$ cat config.mk
export PLATFORM = sky130hd
export DESIGN_NAME = pe_weight_loader
export DESIGN_NICKNAME = d
export VERILOG_FILES = /design/src/rtl/pe_weight_loader_pkg.sv /design/src/rtl/pe_weight_loader.sv
export SDC_FILE = /design/constraint.sdc
export NUM_CORES = 1
export LEC_CHECK = 0
export CAP_MARGIN = 30
export CELL_PAD_IN_SITES_DETAIL_PLACEMENT = 0
export CELL_PAD_IN_SITES_GLOBAL_PLACEMENT = 1
export CORE_ASPECT_RATIO = 0.7
export CORE_UTILIZATION = 28
export CTS_BUF_LIST = sky130_fd_sc_hd__clkbuf_2
export CTS_CLUSTER_DIAMETER = 100
export DETAILED_ROUTE_END_ITERATION = 10
export GPL_TIMING_DRIVEN = 0
export PLACE_DENSITY = 0.81
export SYNTH_ARGS = -nofsm -noshare
export SYNTH_HDL_FRONTEND = slang
export SYNTH_SLANG_ARGS = --single-unit
$ cat constraint.sdc
create_clock -name clk -period 1.3 [get_ports clk]
set_clock_uncertainty 0.2 [all_clocks]
set_input_delay 0.39 -clock clk [delete_from_list [all_inputs] [get_ports clk]]
set_output_delay 0.39 -clock clk [all_outputs]
set_load 0.1 [all_outputs]
$ cat src/rtl/pe_weight_loader_pkg.sv
// pe_weight_loader_pkg: shared fixed-point types and loader FSM states
package pe_weight_loader_pkg;
   localparam int DATA_W = 16;
   localparam int FRAC_W = 8;
   typedef logic signed [DATA_W-1:0] fixed_t;
   typedef enum logic [1:0] {WL_IDLE, WL_LOAD, WL_ARM, WL_SWITCH} wl_state_t;
endpackage

$ cat src/rtl/pe_weight_loader.sv
// pe_weight_loader: streams one weight per row into PE shadow registers, then pulses switch
module pe_weight_loader
   import pe_weight_loader_pkg::*;
#(
   parameter int ROWS   = 2,
   parameter int DATA_W = 16
) (
   input  logic              clk,
   input  logic              rst,
   input  logic              wl_start_in,
   input  logic              wl_w_valid_in,
   input  logic [DATA_W-1:0] wl_w_data_in,
   output logic              wl_w_ready_out,
   input  logic              wl_switch_allow_in,
   output logic [ROWS-1:0]   wl_accept_w_out,
   output logic [DATA_W-1:0] wl_weight_out,
   output logic              wl_switch_out,
   output logic              wl_busy_out,
   output logic              wl_done_out
);
   localparam int CW = (ROWS > 1) ? $clog2(ROWS) : 1;
   localparam logic [CW-1:0] LAST_ROW = CW'(ROWS - 1);
   wl_state_t     state_q, state_d;
   logic [CW-1:0] row_q;
   logic          beat, last_beat;
   assign beat      = (state_q == WL_LOAD) && wl_w_valid_in;
   assign last_beat = beat && (row_q == LAST_ROW);
   always_comb begin
      state_d = state_q;
      case (state_q)
         WL_IDLE:   state_d = wl_start_in ? WL_LOAD : WL_IDLE;
         WL_LOAD:   state_d = last_beat ? WL_ARM : WL_LOAD;
         WL_ARM:    state_d = wl_switch_allow_in ? WL_SWITCH : WL_ARM;
         WL_SWITCH: state_d = WL_IDLE;
         default:   state_d = WL_IDLE;
      endcase
   end
   // Strobes and broadcast weight are registered so a beat reaches the PEs one cycle after acceptance
   always_ff @(posedge clk) begin
      if (rst) begin
         state_q         <= WL_IDLE;
         row_q           <= '0;
         wl_accept_w_out <= '0;
         wl_weight_out   <= '0;
      end else begin
         state_q         <= state_d;
         row_q           <= (state_q == WL_IDLE) ? '0 : (beat && !last_beat) ? row_q + 1'b1 : row_q;
         wl_accept_w_out <= beat ? ROWS'(1) << row_q : '0;
         wl_weight_out   <= beat ? wl_w_data_in : wl_weight_out;
      end
   end
   assign wl_w_ready_out = (state_q == WL_LOAD);
   assign wl_busy_out    = (state_q != WL_IDLE);
   assign wl_switch_out  = (state_q == WL_SWITCH);
   assign wl_done_out    = (state_q == WL_SWITCH);
endmodule

==> impl_metrics.env, run 1 <==
export IMPL_core_um2=3191
export IMPL_setup_slack_ns=-0.4515
export IMPL_path_common_cell="buf_12"
export IMPL_clock_latency_ns=0.31
export IMPL_wl_per_cell_um=12.28
export IMPL_avgViaCountPerCell=4.503
export IMPL_num_rows=17
export IMPL_numCtsBuffers=3
export IMPL_root_buffer="clkbuf_2"
export IMPL_start_kind="register"
export IMPL_cts_tree="yes"
export IMPL_path_class="register to output port"
export IMPL_synth_compound_area_frac=0.02902
export IMPL_post_route_util=0.5588
export IMPL_peakVddDrop_mv=0.4571
export IMPL_path_cells="and2_4 > buf_12 > buf_12"
export IMPL_drv_slew=0
export IMPL_ant_nets=0
export IMPL_reg2reg_slack_ns=-0.09
export IMPL_cp_max_fo=7
export IMPL_chipHeight_um=50.70
export IMPL_min_path_type="input port to register"
export IMPL_slowest_stage="dfxtp_4"
export IMPL_dp_final_hpwl_um=1471
export IMPL_syn_avg_cell_area_um2=10.54
export IMPL_path_delay_family="flip-flops"
export IMPL_place_inst=169
export IMPL_crit_path_end_kind="output port"
export IMPL_ys_ff_latch=21
export IMPL_status="finished with violations"
export IMPL_synth_xor_xnor_area_share=0
export IMPL_synth_simple_gate_area_frac=0.2955
export IMPL_period_minus_slack_ns=1.752
export IMPL_vias=815
export IMPL_io_buffers=41
export IMPL_initial_core_util=0.2973
export IMPL_drc=0
export IMPL_timing_hold_violations_final=0
export IMPL_p_leak_nw=0.7126
export IMPL_first_pass_iters=4
export IMPL_cts_hold_buf=0
export IMPL_synth_edf_count=0
export IMPL_fin_crit_sh=1.347
export IMPL_grt_overflow=0
export IMPL_path_clk_slew_ns=0.20
export IMPL_synth_fa_ha_area_frac=0
export IMPL_syn2layout_area_growth_pct=87.99
export IMPL_antenna_found_initial=0
export IMPL_io_pins=43
export IMPL_cts_sinks=21
export IMPL_yosys_warnings=0
export IMPL_clockBufferDepth=2
export IMPL_syn_nets=111
export IMPL_cts_max_level=1
export IMPL_netlist_area_leader_share=0.4433
export IMPL_drt_iter0_drc=28
export IMPL_maxCapViolCount=0
export IMPL_synthMuxAreaShare=0.1689
export IMPL_synth_top_family_by_area="simple AND/OR/NAND/NOR gates"
export IMPL_nFillCells=260
export IMPL_p_per_area_nw_per_um2=840.2
export IMPL_layout_cells_non_filler=181
export IMPL_cp_num_buf_inv=2
export IMPL_grt_pass1_vias=806
export IMPL_cp_required_ns=0.71
export IMPL_rsz0062_at_grt="true"
export IMPL_ys_async_sr_fraction=0
export IMPL_yosysUniqueCellTypes=19
export IMPL_setup_viol=42
export IMPL_grt_max_degree=13
export IMPL_slew_headroom=0.7661
export IMPL_drive_above_1_share=0.4615
export IMPL_cp_arrival_ns=1.16
export IMPL_grt_pass1_wl_um=3622
export IMPL_antennaDiodeCount=0
export IMPL_ys_seq_area_frac=0.4433
export IMPL_die_w_um=71.56
export IMPL_max_freq_mhz=570.9
export IMPL_critPathMaxStageDelay_ns=0.40
export IMPL_yosysMostFrequentCell="nand2b_1"
export IMPL_dieArea_um2=3628
export IMPL_drt_total_wl_um=2222
export IMPL_track_usage=0.1316
export IMPL_fin_nets=165
export IMPL_gp_congestion=0.7383
export IMPL_synth_top_area_cell="dfxtp_1"
export IMPL_worst_pin_slew_ns=0.3508
export IMPL_syn_inst=90
export IMPL_synth_area_um2=948.4
export IMPL_synth_area_leaders="dfxtp_1 (44%), nand2b_1 (21%), mux2i_1 (17%)"
export IMPL_violations="setup timing"
export IMPL_yosys_top_cells_count="nand2b_1 (32), dfxtp_1 (21), mux2i_1 (16), buf_6 (3)"
export IMPL_synth_ff_type="dfxtp_1"
routing by layer:
layer,share of wire,vias to the layer above,GRT usage
met4,0,0,0.009804
met5,0,-,0
met1,0.43,387,0.1571
met3,0.064,0,0.05422
met2,0.51,25,0.2317
li1,-,403,-
through the flow:
stage          setup TNS (ns)  hold WS (ns)  cell area [um2]  worst slack, ns  power [mW]
2_1_floorplan         -0.4706        0.2466            991.0          -0.2093       1.011
3_3_place_gp           -25.11        0.2537             1449           -1.018       1.136
3_5_place_dp           -25.49        0.2604             1449           -1.024       1.141
4_1_cts                -9.352        0.1275             1813          -0.4773       1.537
5_1_grt                -8.796        0.1237             1783          -0.5419       1.577
6_report               -5.813        0.1470             1783          -0.4515       1.498
registers in the layout (all words and copies together), names as in the netlist, named ones only:
name and cells:
state_q 1, wl_weight_out 16, wl_accept_w_out 2, row_q 1
timing repair:
item                       CTS  global route
resized for setup          208             4
pin swaps                    2             0
gates cloned                 2             0
setup endpoints to repair   42            43
buffers inserted             6             4
power breakdown:
group          total (mW)  internal (mW)  switching [mW]  leakage, nW
Combinational       0.532          0.243           0.288        0.516
Sequential          0.704          0.674          0.0297        0.181
Clock               0.263         0.0697           0.193       0.0164
area by class of cell:
class                           instances  area (um2)  area share
Clock buffer                            3       15.01    0.008421
Buffer                                  5       46.29     0.02596
Sequential cell                        21       450.4      0.2526
Timing Repair Buffer                   51       730.7      0.4098
Tap cell                               38       47.55     0.02667
Inverter                                1       3.754    0.002105
Multi-Input combinational cell         61       484.2      0.2716
Clock inverter                          1       5.005    0.002807
worst reg2reg max path: stages (launching register included):
cell and delay, ns:
dfxtp_4 0.41, buf_6 0.10, and3b_4 0.26, buf_6 0.15, mux2i_2 0.21
cells by family (layout without fill, tap and decap cells):
family | after synthesis | in the layout
AO/OA/AOI/OAI | 3 | 3
buffers and inverters | 8 | 61
flip-flops | 21 | 21
multiplexers | 16 | 16
AND/OR/NAND/NOR | 42 | 42
placed cells by master (no fill, tap or decap), types with 2 or more instances in the layout:
cell type | synthesis | routed
clkbuf_1 | 2 | 2
dfxtp_2 | 0 | 18
buf_6 | 3 | 6
dfxtp_4 | 0 | 2
nand2b_1 | 32 | 32
buf_4 | 2 | 6
mux2i_1 | 16 | 15
clkbuf_2 | 0 | 3
clkdlybuf4s50_1 | 0 | 18
buf_12 | 0 | 22
path summary, 6_finish.rpt:
kind | cells past startpoint | from | endpoint
setup / recovery | 3 | register | wl_switch_out
hold / removal | 3 | rst | state_q[0]
setup reg to reg | 4 | state_q[0] | wl_weight_out[5]
hold reg to reg | 1 | register | state_q[0]
(Power assumes the default switching activity.)
==> run 2: changes to the inputs <==
CTS_CLUSTER_SIZE = 25   (was unset)
clock period = 1.4 ns   (was 1.3 ns; I/O delays follow)
==> impl_metrics.env, run 2 (same netlist as run 1, synthesis figures left out) <==
export IMPL_status="finished with violations"
export IMPL_violations="setup timing"
export IMPL_die_w_um=71.56
export IMPL_setup_slack_ns=-0.3936
export IMPL_dr_wl_met2_um=1129
export IMPL_drt_total_wl_um=2264
export IMPL_io_pins=43
export IMPL_path_class="register to output port"
export IMPL_timing_hold_violations_final=0
export IMPL_topRoutingLayerUsed="met3"
export IMPL_numCtsBuffers=3
export IMPL_cp_arrival_ns=1.17
export IMPL_core_um2=3191
export IMPL_antenna_found_initial=0
export IMPL_cp_required_ns=0.78
export IMPL_clockBufferDepth=2
export IMPL_dp_final_hpwl_um=1486
export IMPL_fin_nets=171
export IMPL_worst_pin_slew_ns=0.3231
export IMPL_min_path_type="input port to register"
export IMPL_wl_met1_um=980
export IMPL_slowest_stage="dfxtp_4"
export IMPL_path_cells="and2_4 > buf_12 > buf_12"
export IMPL_slew_headroom=0.7846
export IMPL_layout_common_cells="nand2b_1 (32), buf_12 (25), clkdlybuf4s50_1 (19)"
export IMPL_dieArea_um2=3628
export IMPL_path_clk_slew_ns=0.20
export IMPL_clock_latency_ns=0.33
export IMPL_root_buffer="clkbuf_2"
export IMPL_grt_pass1_wl_um=3608
export IMPL_cts_hold_buf=0
export IMPL_drive_above_1_share=0.4899
export IMPL_dr_wl_met3_um=154
export IMPL_antennaDiodeCount=0
export IMPL_cts_sinks=21
export IMPL_critPathMaxStageDelay_ns=0.41
export IMPL_io_buffers=41
export IMPL_avgViaCountPerCell=4.508
export IMPL_final_common_cell="nand2b_1"
export IMPL_hold_worst_slack_ns=0.1845
export IMPL_max_freq_mhz=557.5
export IMPL_cp_num_buf_inv=2
export IMPL_p_leak_nw=0.7654
export IMPL_rsz0062_at_grt="true"
export IMPL_largestRegisters="wl_weight_out: 16 flops, wl_accept_w_out: 2 flops"
export IMPL_peakVddDrop_mv=0.4827
export IMPL_start_kind="register"
export IMPL_track_usage=0.1288
export IMPL_drc=0
export IMPL_chipHeight_um=50.70
export IMPL_syn2layout_area_growth_pct=100.1
export IMPL_cts_max_level=1
export IMPL_gp_congestion=0.7603
export IMPL_post_route_util=0.5949
export IMPL_crit_path_end_kind="output port"
export IMPL_largest_register_ffs=16
export IMPL_first_pass_iters=4
export IMPL_top_register="wl_weight_out"
export IMPL_path_delay_family="flip-flops"
export IMPL_grt_pass1_vias=813
export IMPL_nFillCells=252
export IMPL_period_minus_slack_ns=1.794
export IMPL_initial_core_util=0.2973
export IMPL_grt_overflow=0
export IMPL_cts_tree="yes"
export IMPL_path_common_cell="buf_12"
export IMPL_vias=843
export IMPL_fin_crit_sh=1.281
export IMPL_grt_max_degree=12
export IMPL_wl_per_cell_um=12.11
export IMPL_num_rows=17
export IMPL_cp_max_fo=5
export IMPL_drt_iter0_drc=30
export IMPL_maxCapViolCount=0
export IMPL_ant_nets=0
export IMPL_drv_slew=0
export IMPL_p_per_area_nw_per_um2=756.3
export IMPL_setup_viol=42
## run 2: changes by cell type in the layout (fill, tap and decap cells not counted)
cell / before / now
buf_12: 22 / 25
buf_16: 1 / 2
buf_4: 6 / 8
buf_6: 6 / 5
buf_8: 0 / 1
clkbuf_2: 3 / 4
clkdlybuf4s50_1: 18 / 19
clkinv_2: 1 / 0
dlygate4sd2_1: 1 / 0
o41ai_1: 1 / 0
o41ai_2: 0 / 1
## run 2: worst min-delay path: cells and delay by family
family | cells | cell delay (ns)
buffers and inverters | 1 | 0.10
AO/OA/AOI/OAI | 1 | 0.06
AND/OR/NAND/NOR | 1 | 0.12
## run 2: worst paths after layout
| kind | from | endpoint | slack [ns] | cells past startpoint |
|---|---|---|---|---|
| worst max-delay path | register | wl_switch_out | -0.39 | 3 |
| worst min-delay path | rst | state_q[0] | 0.18 | 3 |
| worst max register to register | state_q[0] | register | -0.17 | 6 |
| worst min register to register | wl_weight_out[0] | wl_weight_out[0] | 0.31 | 2 |
## run 2: power breakdown
| part | internal [mW] | switching [mW] | total [mW] |
|---|---|---|---|
| combinational | 0.253 | 0.273 | 0.526 |
| sequential | 0.626 | 0.0276 | 0.653 |
| clock | 0.0756 | 0.180 | 0.256 |
## run 2: timing repair
| item | 4_1_cts | 5_1_grt |
|---|---|---|
| endpoints found under the hold margin | 0 | 0 |
| cloned | 2 | 0 |
| gates resized for setup | 202 | 9 |
| pin swaps | 1 | 0 |
| buffers inserted | 5 | 8 |
| endpoints found under the setup margin | 28 | 42 |
## run 2: cell type report
type	count	area [um2]	share of cell area
buffer	7	81.33	0.04285
clock buffer	4	20.02	0.01055
inverter	1	3.754	0.001978
multi-input combinational	61	491.7	0.2591
sequential	21	450.4	0.2373
tap	38	47.55	0.02505
timing repair buffer	55	803.3	0.4232
## run 2: stage by stage
stage	area (um2)	power [mW]	TNS, ns	instances	setup slack [ns]
after floorplan	991.0	0.9387	-0.1956	90	-0.1393
after global placement	1449	1.055	-22.12	169	-0.9535
after detailed placement	1449	1.061	-22.54	169	-0.9590
after CTS	1804	1.434	-5.383	180	-0.4088
after global routing	1898	1.513	-8.910	187	-0.4776
final	1898	1.435	-5.946	187	-0.3936
## run 2: metal layers
metal / vias to the layer above / global-route usage
met5: - / 0
met4: 0 / 0.01961
met3: 0 / 0.04819
met2: 28 / 0.2365
met1: 403 / 0.1456
li1: 412 / -
==> run 3: changes to the inputs <==
ABC_AREA = 1   (was unset)
CORE_UTILIZATION = 25   (was 28)
PLACE_DENSITY = 0.82   (was 0.81)
==> impl_metrics.env, run 3 <==
export IMPL_clock_latency_ns=0.32
export IMPL_yosysMostFrequentCell="nand2_1"
export IMPL_maxCapViolCount=0
export IMPL_initial_core_util=0.2714
export IMPL_netlist_area_leader_share=0.4759
export IMPL_largest_register_ffs=16
export IMPL_io_buffers=42
export IMPL_vias=906
export IMPL_track_usage=0.1352
export IMPL_dpl_worst_slack_ns=-0.9819
export IMPL_wl_per_cell_um=10.40
export IMPL_grt_overflow=0
export IMPL_core_um2=3254
export IMPL_p_leak_nw=0.8123
export IMPL_io_pins=43
export IMPL_drv_slew=0
export IMPL_synth_area_um2=883.3
export IMPL_yosysUniqueCellTypes=14
export IMPL_drive_above_1_share=0.3702
export IMPL_syn_avg_cell_area_um2=6.795
export IMPL_clockBufferDepth=2
export IMPL_nFillCells=298
export IMPL_drt_total_wl_um=2372
export IMPL_yosys_warnings=0
export IMPL_numCtsBuffers=3
export IMPL_grt_max_degree=12
export IMPL_path_class="register to output port"
export IMPL_synth_area_leaders="dfxtp_1 (48%), nand2_1 (16%), nor2_1 (14%)"
export IMPL_crit_path_end_kind="output port"
export IMPL_start_kind="register"
export IMPL_finalInstanceArea_um2=1703
export IMPL_dieArea_um2=3779
export IMPL_cts_tree="yes"
export IMPL_status="finished with violations"
export IMPL_synth_top_area_cell="dfxtp_1"
export IMPL_cts_max_level=1
export IMPL_chipHeight_um=51.74
export IMPL_dp_final_hpwl_um=1598
export IMPL_worst_pin_slew_ns=0.2776
export IMPL_period_minus_slack_ns=1.830
export IMPL_drt_iter0_drc=37
export IMPL_layout_common_cells="nand2_1 (36), nor2_1 (33), buf_12 (22)"
export IMPL_place_inst=219
export IMPL_antennaDiodeCount=0
export IMPL_max_freq_mhz=546.4
export IMPL_cp_required_ns=0.78
export IMPL_syn_inst=130
export IMPL_num_rows=17
export IMPL_setup_viol=22
export IMPL_top_register="wl_weight_out"
export IMPL_dpl_cell_area_um2=1421
export IMPL_root_buffer="clkbuf_2"
export IMPL_first_pass_iters=4
export IMPL_violations="setup timing"
export IMPL_setup_slack_ns=-0.4303
export IMPL_cp_arrival_ns=1.21
export IMPL_timing_hold_violations_final=0
export IMPL_rsz0062_at_grt="true"
export IMPL_peakVddDrop_mv=0.5964
export IMPL_post_route_util=0.5233
export IMPL_layout_cells_non_filler=228
export IMPL_hold_worst_slack_ns=0.2908
export IMPL_grt_pass1_wl_um=3795
export IMPL_cp_max_fo=5
export IMPL_ys_async_sr_fraction=0
export IMPL_path_clk_slew_ns=0.19
export IMPL_die_w_um=73.05
export IMPL_fin_crit_sh=1.307
export IMPL_synth_ff_type="dfxtp_1"
export IMPL_ys_ff_latch=21
export IMPL_ant_nets=0
export IMPL_largestRegisters="wl_weight_out: 16 flops, wl_accept_w_out: 2 flops"
export IMPL_slew_headroom=0.8165
export IMPL_yosys_top_cells_count="nand2_1 (38), nor2_1 (34), inv_1 (23), dfxtp_1 (21)"
export IMPL_syn_nets=151
export IMPL_gp_congestion=0.7568
export IMPL_drc=0
export IMPL_synth_edf_count=0
export IMPL_grt_pass1_vias=808
export IMPL_cts_sinks=21
export IMPL_min_path_type="register to register"
export IMPL_final_common_cell="nand2_1"
export IMPL_ys_seq_area_frac=0.4759
export IMPL_antenna_found_initial=0
export IMPL_syn2layout_area_growth_pct=92.78
export IMPL_avgViaCountPerCell=3.974
export IMPL_p_per_area_nw_per_um2=919.2
export IMPL_fin_nets=203
-- run 3: changes by cell type after synthesis, sizes merged, moves of 3 or more --
cell,before,now
inv,1,24
mux2i,16,0
nand2,0,38
nand2b,32,0
nand3,0,3
nor2,1,35
-- run 3: worst max-delay path, stage by stage (launching register included) --
cell and delay (ns):
dfxtp_4 0.45, nand2_4 0.06, clkinvlp_4 0.09, buf_4 0.29
-- run 3: metrics by stage --
step	setup TNS (ns)	power, mW
final	-3.719	1.565
after global routing	-5.039	1.641
after CTS	-3.829	1.563
after detailed placement	-22.29	1.197
after global placement	-22.24	1.194
after floorplan	-1.411	1.047
-- run 3: cell families (layout without fill, tap and decap cells) --
family / after synthesis / in the layout / share of synthesized area
and+or+nand+nor: 78 / 78 / 0.3626
buffers and inverters: 29 / 80 / 0.1501
DFF: 21 / 21 / 0.4759
AOI/OAI and AO/OA: 2 / 2 / 0.01133
-- run 3: metal layers --
metal	up-vias	share of wire	global-route usage
met2	29	0.48	0.2114
met4	0	0.0051	0.01961
met3	2	0.067	0.05233
met1	400	0.45	0.1793
met5	-	0	0
li1	475	-	-
-- run 3: timing repair --
| item | CTS | global route |
|---|---|---|
| endpoints found under the setup margin | 32 | 25 |
| gates resized for setup | 202 | 1 |
| pin swaps | 1 | 1 |
| buffers inserted | 3 | 2 |
| hold buffers | 0 | 0 |
-- run 3: cell type report --
type / count / area [um2] / area share
timing repair buffer: 47 / 664.4 / 0.3902
sequential: 21 / 450.4 / 0.2645
multi-input combinational: 80 / 347.8 / 0.2043
inverter: 24 / 103.9 / 0.06098
tap: 47 / 58.81 / 0.03453
buffer: 5 / 57.56 / 0.03380
clock buffer: 4 / 20.02 / 0.01176
-- run 3: where the power goes --
part / internal (mW) / switching (mW)
Clock: 0.0756 / 0.183
Sequential: 0.639 / 0.0423
Combinational: 0.245 / 0.380
Total: 0.959 / 0.606
-- run 3: worst paths after layout --
path | from | end | slack, ns | cells past startpoint
min reg2reg | row_q | wl_accept_w_out[0] | 0.29 | 1
min | row_q | wl_accept_w_out[0] | 0.29 | 1
max reg2reg | state_q[0] | state_q[0] | 0.07 | 7
max | state_q[0] | wl_done_out | -0.43 | 3
